==> config.mk <==
export PLATFORM = sky130hd
export DESIGN_NAME = mio_bus_arbiter_flat
export DESIGN_NICKNAME = d
export VERILOG_FILES = /design/src/rtl/mio_bus_arbiter_if.sv /design/src/rtl/mio_bus_arbiter.sv /design/src/flat_wrapper.sv
export SDC_FILE = /design/constraint.sdc
export NUM_CORES = 1
export LEC_CHECK = 0
export ABC_AREA = 0
export BUFFER_PORTS_ARGS = -buffer_cell sky130_fd_sc_hd__buf_2
export CAP_MARGIN = 20
export CORE_MARGIN = 5
export CORE_UTILIZATION = 45
export DETAILED_ROUTE_END_ITERATION = 12
export GPL_TIMING_DRIVEN = 1
export HOLD_SLACK_MARGIN = 0.06
export PLACE_DENSITY = 0.92
export SYNTH_ARGS = -nofsm -noshare
export SYNTH_HDL_FRONTEND = slang
export SYNTH_SLANG_ARGS = --single-unit
export TNS_END_PERCENT = 20
==> constraint.sdc <==
create_clock -name clk -period 2.2 [get_ports clk]
set_input_delay 0.11 -clock clk [delete_from_list [all_inputs] [get_ports clk]]
set_output_delay 0.11 -clock clk [all_outputs]
set_load 0.005 [all_outputs]
==> src/rtl/mio_bus_arbiter_if.sv <==
// ---------------------------------------------------------------------------
// mio_bus_arbiter_if
//   One MIO request/response channel: a core-side port of the arbiter or
//   the arbiter-to-memory/IO port.
//
//   req    : request, held by the requester until ready is seen
//   we     : write enable (1 = write, 0 = read)
//   addr   : byte address
//   wdata  : write data
//   rdata  : read data, returned by the responder
//   ready  : completion pulse, returned by the responder
//
//   Modports:
//     master : issues requests (drives req/we/addr/wdata)
//     slave  : answers requests (drives rdata/ready)
// ---------------------------------------------------------------------------
interface mio_bus_arbiter_if #(
    parameter int ADDR_W = 32,
    parameter int DATA_W = 32
);
    logic              req;
    logic              we;
    logic [ADDR_W-1:0] addr;
    logic [DATA_W-1:0] wdata;
    logic [DATA_W-1:0] rdata;
    logic              ready;

    modport master (
        output req, we, addr, wdata,
        input  rdata, ready
    );

    modport slave (
        input  req, we, addr, wdata,
        output rdata, ready
    );
endinterface

==> src/rtl/mio_bus_arbiter.sv <==
// ---------------------------------------------------------------------------
// mio_bus_arbiter
//   Two-master round-robin arbiter that serialises MIO transactions from two
//   multi-cycle CPU cores onto one memory/IO bus. The owning core gets its
//   read data and a single-cycle ready pulse when the bus phase completes.
//
//   Ports:
//     clk          : system clock, rising edge
//     reset        : asynchronous, active-low reset
//     m0, m1       : core-side channels (slave modport; cores are masters)
//     s            : memory/IO-side channel (master modport)
//     grant        : one-hot current owner {m1,m0}, 00 when idle
//     arb_state    : FSM state (IDLE=00, BUS0=01, BUS1=10, DONE=11)
//     timeout_err  : sticky bus timeout flag
//
//   Optional feature (compile-time macro ARB_TIMEOUT_EN):
//     defined   : a granted transaction that sees no s.ready for TIMEOUT
//                 bus cycles is completed with read data 32'hDEADBEEF and
//                 timeout_err is raised until reset.
//     undefined : the bus phase waits for s.ready indefinitely and
//                 timeout_err stays 0.
//
//   Every output comes straight from a flop; no input reaches an output
//   combinationally.
// ---------------------------------------------------------------------------
module mio_bus_arbiter #(
    parameter int TIMEOUT = 255
) (
    input  logic                    clk,
    input  logic                    reset,
    mio_bus_arbiter_if.slave        m0,
    mio_bus_arbiter_if.slave        m1,
    mio_bus_arbiter_if.master       s,
    output logic [1:0]              grant,
    output logic [1:0]              arb_state,
    output logic                    timeout_err
);

    localparam logic [31:0] TIMEOUT_RDATA = 32'hDEAD_BEEF;

    typedef enum logic [1:0] {
        ST_IDLE = 2'b00,
        ST_BUS0 = 2'b01,
        ST_BUS1 = 2'b10,
        ST_DONE = 2'b11
    } state_t;

    state_t      state_q, state_d;
    logic        last_q, last_d;
    logic        s_req_q, s_req_d;
    logic        s_we_q, s_we_d;
    logic [31:0] s_addr_q, s_addr_d;
    logic [31:0] s_wdata_q, s_wdata_d;
    logic [31:0] m0_rdata_q, m0_rdata_d;
    logic [31:0] m1_rdata_q, m1_rdata_d;
    logic        m0_ready_q, m0_ready_d;
    logic        m1_ready_q, m1_ready_d;
    logic [1:0]  grant_q, grant_d;
    logic        timeout_err_q, timeout_err_d;

    logic        any_req;
    logic        pick_m1;
    logic        tmo_hit;
    logic        bus_done;
    logic [31:0] done_rdata;

`ifdef ARB_TIMEOUT_EN
    logic [7:0]  cnt_q, cnt_d;

    // The counter holds the number of bus cycles already spent; the cycle
    // that would bring it to TIMEOUT is the last one allowed. A late
    // s.ready in that same cycle still wins over the timeout.
    always_comb begin
        tmo_hit = ~s.ready & ((cnt_q + 8'd1) == 8'(TIMEOUT));
    end
`else
    logic [7:0]  unused_timeout;

    assign unused_timeout = 8'(TIMEOUT);
    assign tmo_hit        = 1'b0;
`endif

    // Round-robin choice: m1 wins when it is alone, or when both request
    // and m0 was the most recent owner (last_q == 0).
    always_comb begin
        any_req    = m0.req | m1.req;
        pick_m1    = m1.req & (~m0.req | ~last_q);
        bus_done   = s.ready | tmo_hit;
        done_rdata = s.ready ? s.rdata : TIMEOUT_RDATA;
    end

    // -----------------------------------------------------------------------
    // State and output registers
    // -----------------------------------------------------------------------
    always_ff @(posedge clk or negedge reset) begin
        if (!reset) begin
            state_q       <= ST_IDLE;
            last_q        <= 1'b1;
            s_req_q       <= 1'b0;
            s_we_q        <= 1'b0;
            s_addr_q      <= '0;
            s_wdata_q     <= '0;
            m0_rdata_q    <= '0;
            m1_rdata_q    <= '0;
            m0_ready_q    <= 1'b0;
            m1_ready_q    <= 1'b0;
            grant_q       <= 2'b00;
            timeout_err_q <= 1'b0;
`ifdef ARB_TIMEOUT_EN
            cnt_q         <= '0;
`endif
        end else begin
            state_q       <= state_d;
            last_q        <= last_d;
            s_req_q       <= s_req_d;
            s_we_q        <= s_we_d;
            s_addr_q      <= s_addr_d;
            s_wdata_q     <= s_wdata_d;
            m0_rdata_q    <= m0_rdata_d;
            m1_rdata_q    <= m1_rdata_d;
            m0_ready_q    <= m0_ready_d;
            m1_ready_q    <= m1_ready_d;
            grant_q       <= grant_d;
            timeout_err_q <= timeout_err_d;
`ifdef ARB_TIMEOUT_EN
            cnt_q         <= cnt_d;
`endif
        end
    end

    // -----------------------------------------------------------------------
    // Next-state logic
    // -----------------------------------------------------------------------
    always_comb begin
        state_d = state_q;
        case (state_q)
            ST_IDLE: begin
                if (any_req) begin
                    state_d = pick_m1 ? ST_BUS1 : ST_BUS0;
                end
            end
            ST_BUS0, ST_BUS1: begin
                if (bus_done) begin
                    state_d = ST_DONE;
                end
            end
            // DONE always returns to IDLE; requests seen here are ignored so
            // that a master still holding req is re-arbitrated fairly.
            default: begin
                state_d = ST_IDLE;
            end
        endcase
    end

    // -----------------------------------------------------------------------
    // Output / datapath next values
    // -----------------------------------------------------------------------
    always_comb begin
        last_d        = last_q;
        s_req_d       = s_req_q;
        s_we_d        = s_we_q;
        s_addr_d      = s_addr_q;
        s_wdata_d     = s_wdata_q;
        m0_rdata_d    = m0_rdata_q;
        m1_rdata_d    = m1_rdata_q;
        m0_ready_d    = 1'b0;
        m1_ready_d    = 1'b0;
        grant_d       = grant_q;
        timeout_err_d = timeout_err_q;
`ifdef ARB_TIMEOUT_EN
        cnt_d         = cnt_q;
`endif

        case (state_q)
            ST_IDLE: begin
                if (any_req) begin
                    s_req_d   = 1'b1;
                    s_we_d    = pick_m1 ? m1.we    : m0.we;
                    s_addr_d  = pick_m1 ? m1.addr  : m0.addr;
                    s_wdata_d = pick_m1 ? m1.wdata : m0.wdata;
                    grant_d   = pick_m1 ? 2'b10    : 2'b01;
`ifdef ARB_TIMEOUT_EN
                    cnt_d     = '0;
`endif
                end
            end

            ST_BUS0, ST_BUS1: begin
                if (bus_done) begin
                    s_req_d       = 1'b0;
                    timeout_err_d = timeout_err_q | tmo_hit;
                    if (state_q == ST_BUS1) begin
                        last_d     = 1'b1;
                        m1_ready_d = 1'b1;
                        if (!s_we_q) begin
                            m1_rdata_d = done_rdata;
                        end
                    end else begin
                        last_d     = 1'b0;
                        m0_ready_d = 1'b1;
                        if (!s_we_q) begin
                            m0_rdata_d = done_rdata;
                        end
                    end
                end
`ifdef ARB_TIMEOUT_EN
                else begin
                    cnt_d = cnt_q + 8'd1;
                end
`endif
            end

            default: begin
                grant_d = 2'b00;
            end
        endcase
    end

    assign s.req       = s_req_q;
    assign s.we        = s_we_q;
    assign s.addr      = s_addr_q;
    assign s.wdata     = s_wdata_q;
    assign m0.rdata    = m0_rdata_q;
    assign m0.ready    = m0_ready_q;
    assign m1.rdata    = m1_rdata_q;
    assign m1.ready    = m1_ready_q;
    assign grant       = grant_q;
    assign arb_state   = state_q;
    assign timeout_err = timeout_err_q;

endmodule

==> src/flat_wrapper.sv <==
// flat-port wrapper written by rule: the top's interface ports become plain ports
module mio_bus_arbiter_flat 
#(
    parameter int TIMEOUT = 255
)
  (clk, reset, grant, arb_state, timeout_err, m0_req, m0_we, m0_addr, m0_wdata, m0_rdata, m0_ready, m1_req, m1_we, m1_addr, m1_wdata, m1_rdata, m1_ready, s_req, s_we, s_addr, s_wdata, s_rdata, s_ready);
  mio_bus_arbiter_if m0_i ();
  mio_bus_arbiter_if m1_i ();
  mio_bus_arbiter_if s_i ();
  input  logic clk;
  input  logic reset;
  output logic [1:0] grant;
  output logic [1:0] arb_state;
  output logic timeout_err;
  input wire logic [$bits(m0_i.req)-1:0] m0_req;
  input wire logic [$bits(m0_i.we)-1:0] m0_we;
  input wire logic [$bits(m0_i.addr)-1:0] m0_addr;
  input wire logic [$bits(m0_i.wdata)-1:0] m0_wdata;
  output wire logic [$bits(m0_i.rdata)-1:0] m0_rdata;
  output wire logic [$bits(m0_i.ready)-1:0] m0_ready;
  input wire logic [$bits(m1_i.req)-1:0] m1_req;
  input wire logic [$bits(m1_i.we)-1:0] m1_we;
  input wire logic [$bits(m1_i.addr)-1:0] m1_addr;
  input wire logic [$bits(m1_i.wdata)-1:0] m1_wdata;
  output wire logic [$bits(m1_i.rdata)-1:0] m1_rdata;
  output wire logic [$bits(m1_i.ready)-1:0] m1_ready;
  output wire logic [$bits(s_i.req)-1:0] s_req;
  output wire logic [$bits(s_i.we)-1:0] s_we;
  output wire logic [$bits(s_i.addr)-1:0] s_addr;
  output wire logic [$bits(s_i.wdata)-1:0] s_wdata;
  input wire logic [$bits(s_i.rdata)-1:0] s_rdata;
  input wire logic [$bits(s_i.ready)-1:0] s_ready;
  assign m0_i.req = m0_req;
  assign m0_i.we = m0_we;
  assign m0_i.addr = m0_addr;
  assign m0_i.wdata = m0_wdata;
  assign m0_rdata = m0_i.rdata;
  assign m0_ready = m0_i.ready;
  assign m1_i.req = m1_req;
  assign m1_i.we = m1_we;
  assign m1_i.addr = m1_addr;
  assign m1_i.wdata = m1_wdata;
  assign m1_rdata = m1_i.rdata;
  assign m1_ready = m1_i.ready;
  assign s_req = s_i.req;
  assign s_we = s_i.we;
  assign s_addr = s_i.addr;
  assign s_wdata = s_i.wdata;
  assign s_i.rdata = s_rdata;
  assign s_i.ready = s_ready;
  mio_bus_arbiter #(.TIMEOUT(TIMEOUT)) u_core (.clk(clk), .reset(reset), .m0(m0_i), .m1(m1_i), .s(s_i), .grant(grant), .arb_state(arb_state), .timeout_err(timeout_err));
endmodule
# After elaboration in Yosys (flattened, before gate mapping)
# Index checks and enable logic that the tools add are counted.
op_classes:
  n_bitwise: 8
  n_eq_ne: 4
  mux: 17
  reduce_logical: 10
op_table:
  columns: ["cell", "count"]
  rows:
  - ["32-bit two-way mux", 2]
  - ["1-bit two-way mux", 9]
  - ["2-bit case mux with 2 select lines", 2]
  - ["2-bit AND reduction", 4]
  - ["4-bit AND reduction", 2]
  - ["2-bit two-way mux", 3]
  - ["1-bit inverter", 5]
  - ["3-bit AND reduction", 1]
  - ["2-bit by 1-bit equality test with 1-bit output (second input constant)", 1]
  - ["2-bit equality test (second input constant)", 1]
  - ["2-bit logical NOT", 1]
  - ["2-bit by 1-bit != test with 1-bit output (second input constant)", 1]
  - ["2-bit != test (second input constant)", 1]
  - ["1-bit OR", 2]
  - ["1-bit case mux with 2 select lines", 1]
  - ["2-bit nonzero test", 1]
  - ["2-bit OR reduction", 1]
  - ["1-bit AND", 1]
totals:
  reg_bits: 137

# Logic depth before layout (Yosys ltp)
# Gate-level depths: netlist of the first run.
logic_depth:
  word_depth: 6
  depth_mapped: 7
  depth_no_buf: 5

# Worst setup path before layout of the first run
# OpenSTA, ideal clock, no wires.
synth_path:
  kind: "register -> register"
  from: "register u_core.state_q[0] (netlist: u_core.arb_state[0])"
  to: "register u_core.m0_rdata_q[0] (netlist: u_core.m0.rdata[0])"
  stages_incl_launch_ff: 7
  path_buffers: 1
  path_slack_ns: 0.476
  arrival_ns: 1.600
  cell_sequence: "dfrtp_1 inv_1 ha_1 nand2_1 nor3_4 buf_6 mux2_2"
synth_between:
  elab_chain_len: 3
  elab_cells_between_ends: 5
  classes_between: "2 x eq/ne; 1 x bitwise; 2 x reduce/logical"
synth_rtl:
  columns: ["element", "line", "text"]
  rows:
  - ["start, declared", "mio_bus_arbiter.sv:48", "state_t state_q, state_d;"]
  - ["start signal, assigned", "mio_bus_arbiter.sv:113", "state_q <= state_d;"]
  - ["2-bit by 1-bit equality test with 1-bit output or 2-bit equality test (tied branches)", "mio_bus_arbiter.sv:174, mio_bus_arbiter.sv:192", null]
  - ["2-bit OR reduction or 1-bit inverter (tied branches)", null, null]
  - ["4-bit AND reduction (no line) *", null, null]
  - ["end signal, assigned", "mio_bus_arbiter.sv:119", "m0_rdata_q <= m0_rdata_d;"]
  - ["end, declared", "mio_bus_arbiter.sv:54", "logic [31:0] m0_rdata_q, m0_rdata_d;"]
# Mark *: on every way between the ends. The rest lies on a longest branch, timed or not.
# A chain may end at the register's enable or synchronous reset.

# Worst setup path after layout of the first run
layout_path:
  from: "register u_core.state_q[0] (netlist: u_core.arb_state[0])"
  to: "register u_core.s_addr_q[25] (netlist: u_core.s.addr[25])"
layout_between:
  elab_chain_len: 2
layout_rtl:
  columns: ["element", "line", "text"]
  rows:
  - ["2-bit logical NOT", "mio_bus_arbiter.sv:174", "case (state_q)"]
  - ["2-bit AND reduction (no line)", null, null]
  - ["end signal, assigned", "mio_bus_arbiter.sv:117", "s_addr_q <= s_addr_d;"]
  - ["end, declared", "mio_bus_arbiter.sv:52", "logic [31:0] s_addr_q, s_addr_d;"]
# Every way passes these cells.

==> impl_metrics.env, run 1 <==
export IMPL_insertion_delay_ps=420
export IMPL_root_buffer="clkbuf_16"
export IMPL_antenna_found_initial=0
export IMPL_gp_congestion=0.8025
export IMPL_internal_power_w=0.008058
export IMPL_hpwlAfterDp_mm=12.53
export IMPL_maxSlewHeadroom_pct=64.66
export IMPL_fin_crit_ps=2077
export IMPL_synth_warnings=0
export IMPL_ioPinCount=304
export IMPL_critPathKind="flop to flop"
export IMPL_post_route_period_util_pct=94.43
export IMPL_layout_common_cells="buf_2, dlygate4sd3_1, dfrtp_1"
export IMPL_synth_seq_area_share_pct=59.54
export IMPL_core_um2=12570
export IMPL_grt_overflow_total=0
export IMPL_final_common_cell="buf_2"
export IMPL_hp_class="input pin to flop"
export IMPL_grt_usage_pct=31.46
export IMPL_grt_pass1_vias=6809
export IMPL_wirelength_mm=23.80
export IMPL_ys_ff_latch=137
export IMPL_setup_viol_count_final=0
export IMPL_leakage_nw=4.722
export IMPL_hold_path_end="u_core.arb_state[0]"
export IMPL_htreeDepth=4
export IMPL_postCtsSetupBuffers=0
export IMPL_dpl_instance_area_um2=7493
export IMPL_finalHoldViolCount=0
export IMPL_multiInputGateArea_um2=2148
export IMPL_ant_nets=0
export IMPL_maxSlewViolCount=0
export IMPL_grt_pass1_wl_mm=36.49
export IMPL_power_frac_seq_pct=37.0
export IMPL_syn_num_nets=705
export IMPL_worst_clock_skew_ps=15.17
export IMPL_drc=0
export IMPL_layout_nets=1169
export IMPL_met3_length_mm=2.749
export IMPL_power_density_nw_per_um2=1286
export IMPL_stdcell_area_um2=9738
export IMPL_cts_buffer_depth=2
export IMPL_critPathRequiredTime_ps=2550
export IMPL_initial_core_util_pct=45.83
export IMPL_synth_avg_cell_area_um2=10.79
export IMPL_drt_initial_drc_count=531
export IMPL_synth_cells=534
export IMPL_fillers=675
export IMPL_startpoint_type="flop"
export IMPL_r2r_end="u_core.s.addr[25]"
export IMPL_r2r_start="u_core.arb_state[0]"
export IMPL_holdWs_ps=128.2
export IMPL_io_buffers=302
export IMPL_cp_end_kind="flop"
export IMPL_worstPathArrival_ps=2430
export IMPL_p_comb_share_pct=40.6
export IMPL_rows=41
export IMPL_cts_buffers=17
export IMPL_wl_per_cell_um=20.07
export IMPL_rsz0062_at_grt="false"
export IMPL_peakVddDrop_mv=0.6572
export IMPL_path_clk_slew_ps=60
export IMPL_switching_share_pct=35.64
export IMPL_ff2ff_path_depth=6
export IMPL_dr_wl_met2_mm=11.47
export IMPL_grt_max_degree=54
export IMPL_die_w_um=123.1
export IMPL_synth_area_um2=5761
export IMPL_switchingPower_w=0.004461
export IMPL_drtPass1Iterations=5
export IMPL_finalSetupTns_ps=0
export IMPL_die_y_um=123.1
export IMPL_highest_layer="met4"
export IMPL_num_vias=6446
export IMPL_power_frac_clock_pct=22.4
export IMPL_min_delay_start="m0_req"
export IMPL_hold_depth=3
export IMPL_synth_cell_types=29
export IMPL_route_layer_met1_wl_mm=8.335
export IMPL_syn_to_final_growth_pct=69.05
export IMPL_cp_max_fo=12
export IMPL_die_area_um2=15160
export IMPL_cts_sinks=137
export IMPL_viasPerCell=5.435
export IMPL_reg2reg_slack_ps=120
export IMPL_cts_tree="done"
export IMPL_outcome="complete, no violations"
export IMPL_tightest_slew_ps=527.7
export IMPL_register_area_um2=3430
export IMPL_timing_fmax_mhz=481.4
export IMPL_cap_violations=0
export IMPL_final_layout_size_suffix_gt1_share_pct=41.05
-- Yosys cell counts --
library cell    n  area, um2
mux2_2         62      698.2
nor2_1         67      251.5
dfrtp_1       136       3403
mux2_1          2      22.52
conb_1          1      3.750
buf_2          19      95.09
and3_1          1      6.260
dfstp_2         1      26.28
nand4_1         2      12.51
nand3b_1        3      22.52
buf_6           3      33.78
o21a_1          1      7.510
nor3_4          1      16.27
o31ai_1         3      22.52
nand3_1         1      5.000
a21boi_2        1      11.26
clkbuf_1        7      26.28
buf_4           7      52.55
nand2_1       135      506.7
o21ai_0         3      15.01
nor3b_2         1      12.51
ha_1            4      50.05
o2111ai_1       1      8.760
a31oi_1        65      406.6
nand2b_1        1      6.260
a21bo_2         1      10.01
a21o_1          1      7.510
inv_1           3      11.26
or3b_1          1      8.760
-- worst max-delay path, cell delays in order (launching register included) --
cell and delay, ps:
dfrtp_1 410, inv_1 120, ha_1 370, o21a_4 280
nor2_1 70, a31oi_1 180, dlygate4sd3_1 580
-- stage by stage --
step / std cells / worst slack [ps] / power (W) / util, %
global route: 1183 / 38.77 / 0.01319 / 77.42
detailed placement: 986 / 389.6 / 0.008914 / 59.62
global placement: 986 / 456.5 / 0.008633 / 59.62
finish: 1186 / 122.6 / 0.01252 / 77.48
floorplan: 534 / 475.6 / 0.006719 / -
CTS: 1182 / 87.37 / 0.01213 / 77.25
-- what timing repair did --
item | in CTS | in global routing
endpoints found under the setup margin | 0 | 8
hold endpoints to repair | 244 | 0
hold buffers | 164 | 0
resized for setup | 0 | 2
-- cell type report --
cell class	count	share of cell area, %
Antenna cell	3	0.07709
Clock buffer	20	4.587
Clock inverter	12	1.311
Inverter	3	0.1156
Multi-Input combinational cell	359	22.06
Sequential cell	137	35.22
Tap cell	172	2.210
Timing Repair Buffer	480	34.42
-- power groups by stage --
stage | combinational, W | clock (W) | sequential [W]
after CTS | 0.00480 | 0.00282 | 0.00451
final | 0.00509 | 0.00280 | 0.00463
after global routing | 0.00550 | 0.00294 | 0.00475
after global placement | 0.00420 | 0 | 0.00444
after floorplan | 0.00215 | 0 | 0.00457
after detailed placement | 0.00439 | 0 | 0.00452
-- kinds of logic (layout without fill, tap and decap cells) --
group	Yosys count	after routing	share of synthesized area [%]
simple gates	213	213	14.73
flops	137	137	59.54
compound gates	76	77	8.493
mux	64	64	12.51
buf+inv	39	515	3.801
fa+ha+maj	4	4	0.8688
other cells	1	4	0.06510
-- worst max path at each step --
| stage | startpoint | end | slack (ps) |
|---|---|---|---|
| after floorplan | u_core.arb_state[0] | u_core.m0.rdata[0] | 480 |
| after global placement | u_core.arb_state[1] | u_core.m0.rdata[8] | 460 |
| after detailed placement | u_core.arb_state[1] | u_core.m0.rdata[19] | 390 |
| after CTS | u_core.last_q | u_core.s.addr[15] | 90 |
| after global routing | u_core.arb_state[0] | u_core.s.addr[25] | 40 |
| final | u_core.arb_state[0] | u_core.s.addr[25] | 120 |
-- metal layers --
metal | global-route usage [%] | up-vias
li1 | - | 2753
met1 | 35.88 | 3049
met2 | 51.68 | 534
met3 | 10.20 | 110
met4 | 18.55 | 0
met5 | 0 | -
-- sequential cells by signal (all words and copies together) (netlist names) --
signal	count
u_core.s.wdata	32
u_core.last_q	1
u_core.s.addr	32
u_core.m1.rdata	32
u_core.s.req	1
u_core.m1.ready	1
u_core.arb_state	2
u_core.m0.ready	1
u_core.m0.rdata	32
u_core.s.we	1
u_core.grant	2
Power figures use the tool's default switching activity.
==> run 2: changes to the inputs <==
- clock period: 2.2 -> 2 ns (I/O delays scaled with it)
==> run 2 against run 1 <==
  * Clock skew shrank 5.1 ps
  * Clock power grew 7.9%
  * Critical path type unchanged
  * Maximum frequency grew 5.5%
  * Critical endpoint is now u_core.s.addr[6]
==> impl_metrics.env, run 2 (synthesis results as in run 1) <==
export IMPL_finalHoldViolCount=0
export IMPL_maxSlewHeadroom_pct=65.47
export IMPL_grt_usage_pct=31.52
export IMPL_layout_nets=1169
export IMPL_r2r_start="u_core.arb_state[0]"
export IMPL_drtPass1Iterations=5
export IMPL_critPathKind="flop to flop"
export IMPL_die_w_um=123.1
export IMPL_critPathRequiredTime_ps=2340
export IMPL_worstPathArrival_ps=2310
export IMPL_insertion_delay_ps=410
export IMPL_crit_end="u_core.s.addr[6]"
export IMPL_outcome="complete, no violations"
export IMPL_cp_end_kind="flop"
export IMPL_grtUsageMet1_pct=35.76
export IMPL_viasPerCell=5.369
export IMPL_path_clk_slew_ps=60
export IMPL_dpl_instance_area_um2=7483
export IMPL_holdWs_ps=114.7
export IMPL_ff2ff_path_depth=6
export IMPL_wirelength_mm=23.75
export IMPL_power_density_nw_per_um2=1406
export IMPL_htreeDepth=4
export IMPL_r2r_end="u_core.s.addr[6]"
export IMPL_final_common_cell="buf_2"
export IMPL_grt_pass1_vias=6895
export IMPL_worst_clock_skew_ps=10.08
export IMPL_gp_congestion=0.7997
export IMPL_fin_crit_ps=1970
export IMPL_rows=41
export IMPL_crit_chain="inv_1 > ha_2 > o21a_4 > nor2_1 > a31oi_1 > dlygate4sd3_1"
export IMPL_cap_violations=0
export IMPL_leakage_nw=4.728
export IMPL_antenna_found_initial=0
export IMPL_crit_path_start="u_core.arb_state[0]"
export IMPL_multiInputGateArea_um2=2145
export IMPL_drt_initial_drc_count=490
export IMPL_cp_max_fo=8
export IMPL_internal_power_w=0.008797
export IMPL_power_frac_clock_pct=22.1
export IMPL_use_met3_pct=11.62
export IMPL_fillers=674
export IMPL_critical_path_buf_inv_count=2
export IMPL_p_total_w=0.01371
export IMPL_ioPinCount=304
export IMPL_initial_core_util_pct=45.83
export IMPL_ant_nets=0
export IMPL_switching_share_pct=35.82
export IMPL_num_vias=6373
export IMPL_cts_tree="done"
export IMPL_peakVddDrop_mv=0.6318
export IMPL_drc=0
export IMPL_post_route_period_util_pct=98.50
export IMPL_stdcell_area_um2=9751
export IMPL_register_area_um2=3430
export IMPL_root_buffer="clkbuf_16"
export IMPL_p_comb_share_pct=40.6
export IMPL_gr_max_usage_layer="met2"
export IMPL_cts_buffer_depth=2
export IMPL_reg2reg_slack_ps=30
export IMPL_switchingPower_w=0.004911
export IMPL_io_buffers=302
export IMPL_die_area_um2=15160
export IMPL_crit_slowest_cell="dlygate4sd3_1"
export IMPL_grt_pass1_wl_mm=36.29
export IMPL_met2_usage_pct=51.21
export IMPL_die_y_um=123.1
export IMPL_wl_per_cell_um=20.01
export IMPL_layout_common_cells="buf_2, dlygate4sd3_1, dfrtp_1"
export IMPL_syn_to_final_growth_pct=69.27
export IMPL_grt_max_degree=67
export IMPL_cts_buffers=17
export IMPL_core_um2=12570
export IMPL_hpwlAfterDp_mm=12.41
export IMPL_setup_viol_count_final=0
export IMPL_critPathMaxStageDelay_ps=610
export IMPL_path_depth=6
export IMPL_maxSlewViolCount=0
export IMPL_tightest_slew_ps=515.6
export IMPL_timing_fmax_mhz=507.6
export IMPL_cts_sinks=137
export IMPL_power_frac_seq_pct=37.4
export IMPL_final_layout_size_suffix_gt1_share_pct=41.29
export IMPL_grt_overflow_total=0
export IMPL_crit_family="buffers and inverters"
export IMPL_hp_class="input pin to flop"
export IMPL_startpoint_type="flop"
-- run 2: power by group through the flow --
stage / clock [W] / sequential, W / combinational [W]
2_1_floorplan: 0 / 0.00503 / 0.00236
3_3_place_gp: 0 / 0.00489 / 0.00459
3_5_place_dp: 0 / 0.00496 / 0.00482
4_1_cts: 0.00303 / 0.00494 / 0.00517
5_1_grt: 0.00319 / 0.00525 / 0.00603
6_report: 0.00302 / 0.00512 / 0.00556
-- run 2: cell type report --
class,count,share of cell area [%]
flip-flops and latches,137,35.17
inverters,3,0.1155
diodes,5,0.1283
repair buffers,480,34.51
well taps,172,2.207
clock buffers,21,4.928
multi-input cells,359,21.99
clock inverters,10,0.9496
-- run 2: worst min-delay path, cell delays in order --
cell	delay (ps)
buf_2	150
o2111ai_1	120
nand4_1	100
-- run 2: metal layers --
layer	share of wire (%)	routed length [um]
met3	11	2638
met5	0	0
met4	5.5	1314
met1	35	8353
met2	48	11440
-- run 2: through the flow --
step / setup TNS (ps) / setup slack [ps] / std cells / utilization, %
3_5_place_dp: 0 / 134.4 / 983 / 59.54
4_1_cts: 0 / 33.93 / 1178 / 77.16
3_3_place_gp: 0 / 256.2 / 983 / 59.54
5_1_grt: -68.06 / -68.06 / 1182 / 77.48
2_1_floorplan: 0 / 275.6 / 534 / -
6_report: 0 / 30.08 / 1187 / 77.58
-- run 2: how the worst min path moves through the flow --
stage          startpoint                   to  slack, ps  depth (start not counted)
2_1_floorplan       reset  u_core.arb_state[0]       -200                          0
3_3_place_gp        reset   u_core.m0.rdata[0]         90                          1
3_5_place_dp        reset   u_core.m0.rdata[1]         90                          1
4_1_cts            m0_req  u_core.arb_state[0]         90                          3
5_1_grt            m0_req  u_core.arb_state[0]        110                          3
6_report           m0_req  u_core.arb_state[0]        110                          3
-- run 2: repair_timing --
item | 4_1_cts | 5_1_grt
endpoints found under the hold margin | 181 | 0
resized for setup | 0 | 2
hold buffers | 164 | 0
setup buffers | 0 | 3
endpoints found under the setup margin | 0 | 6
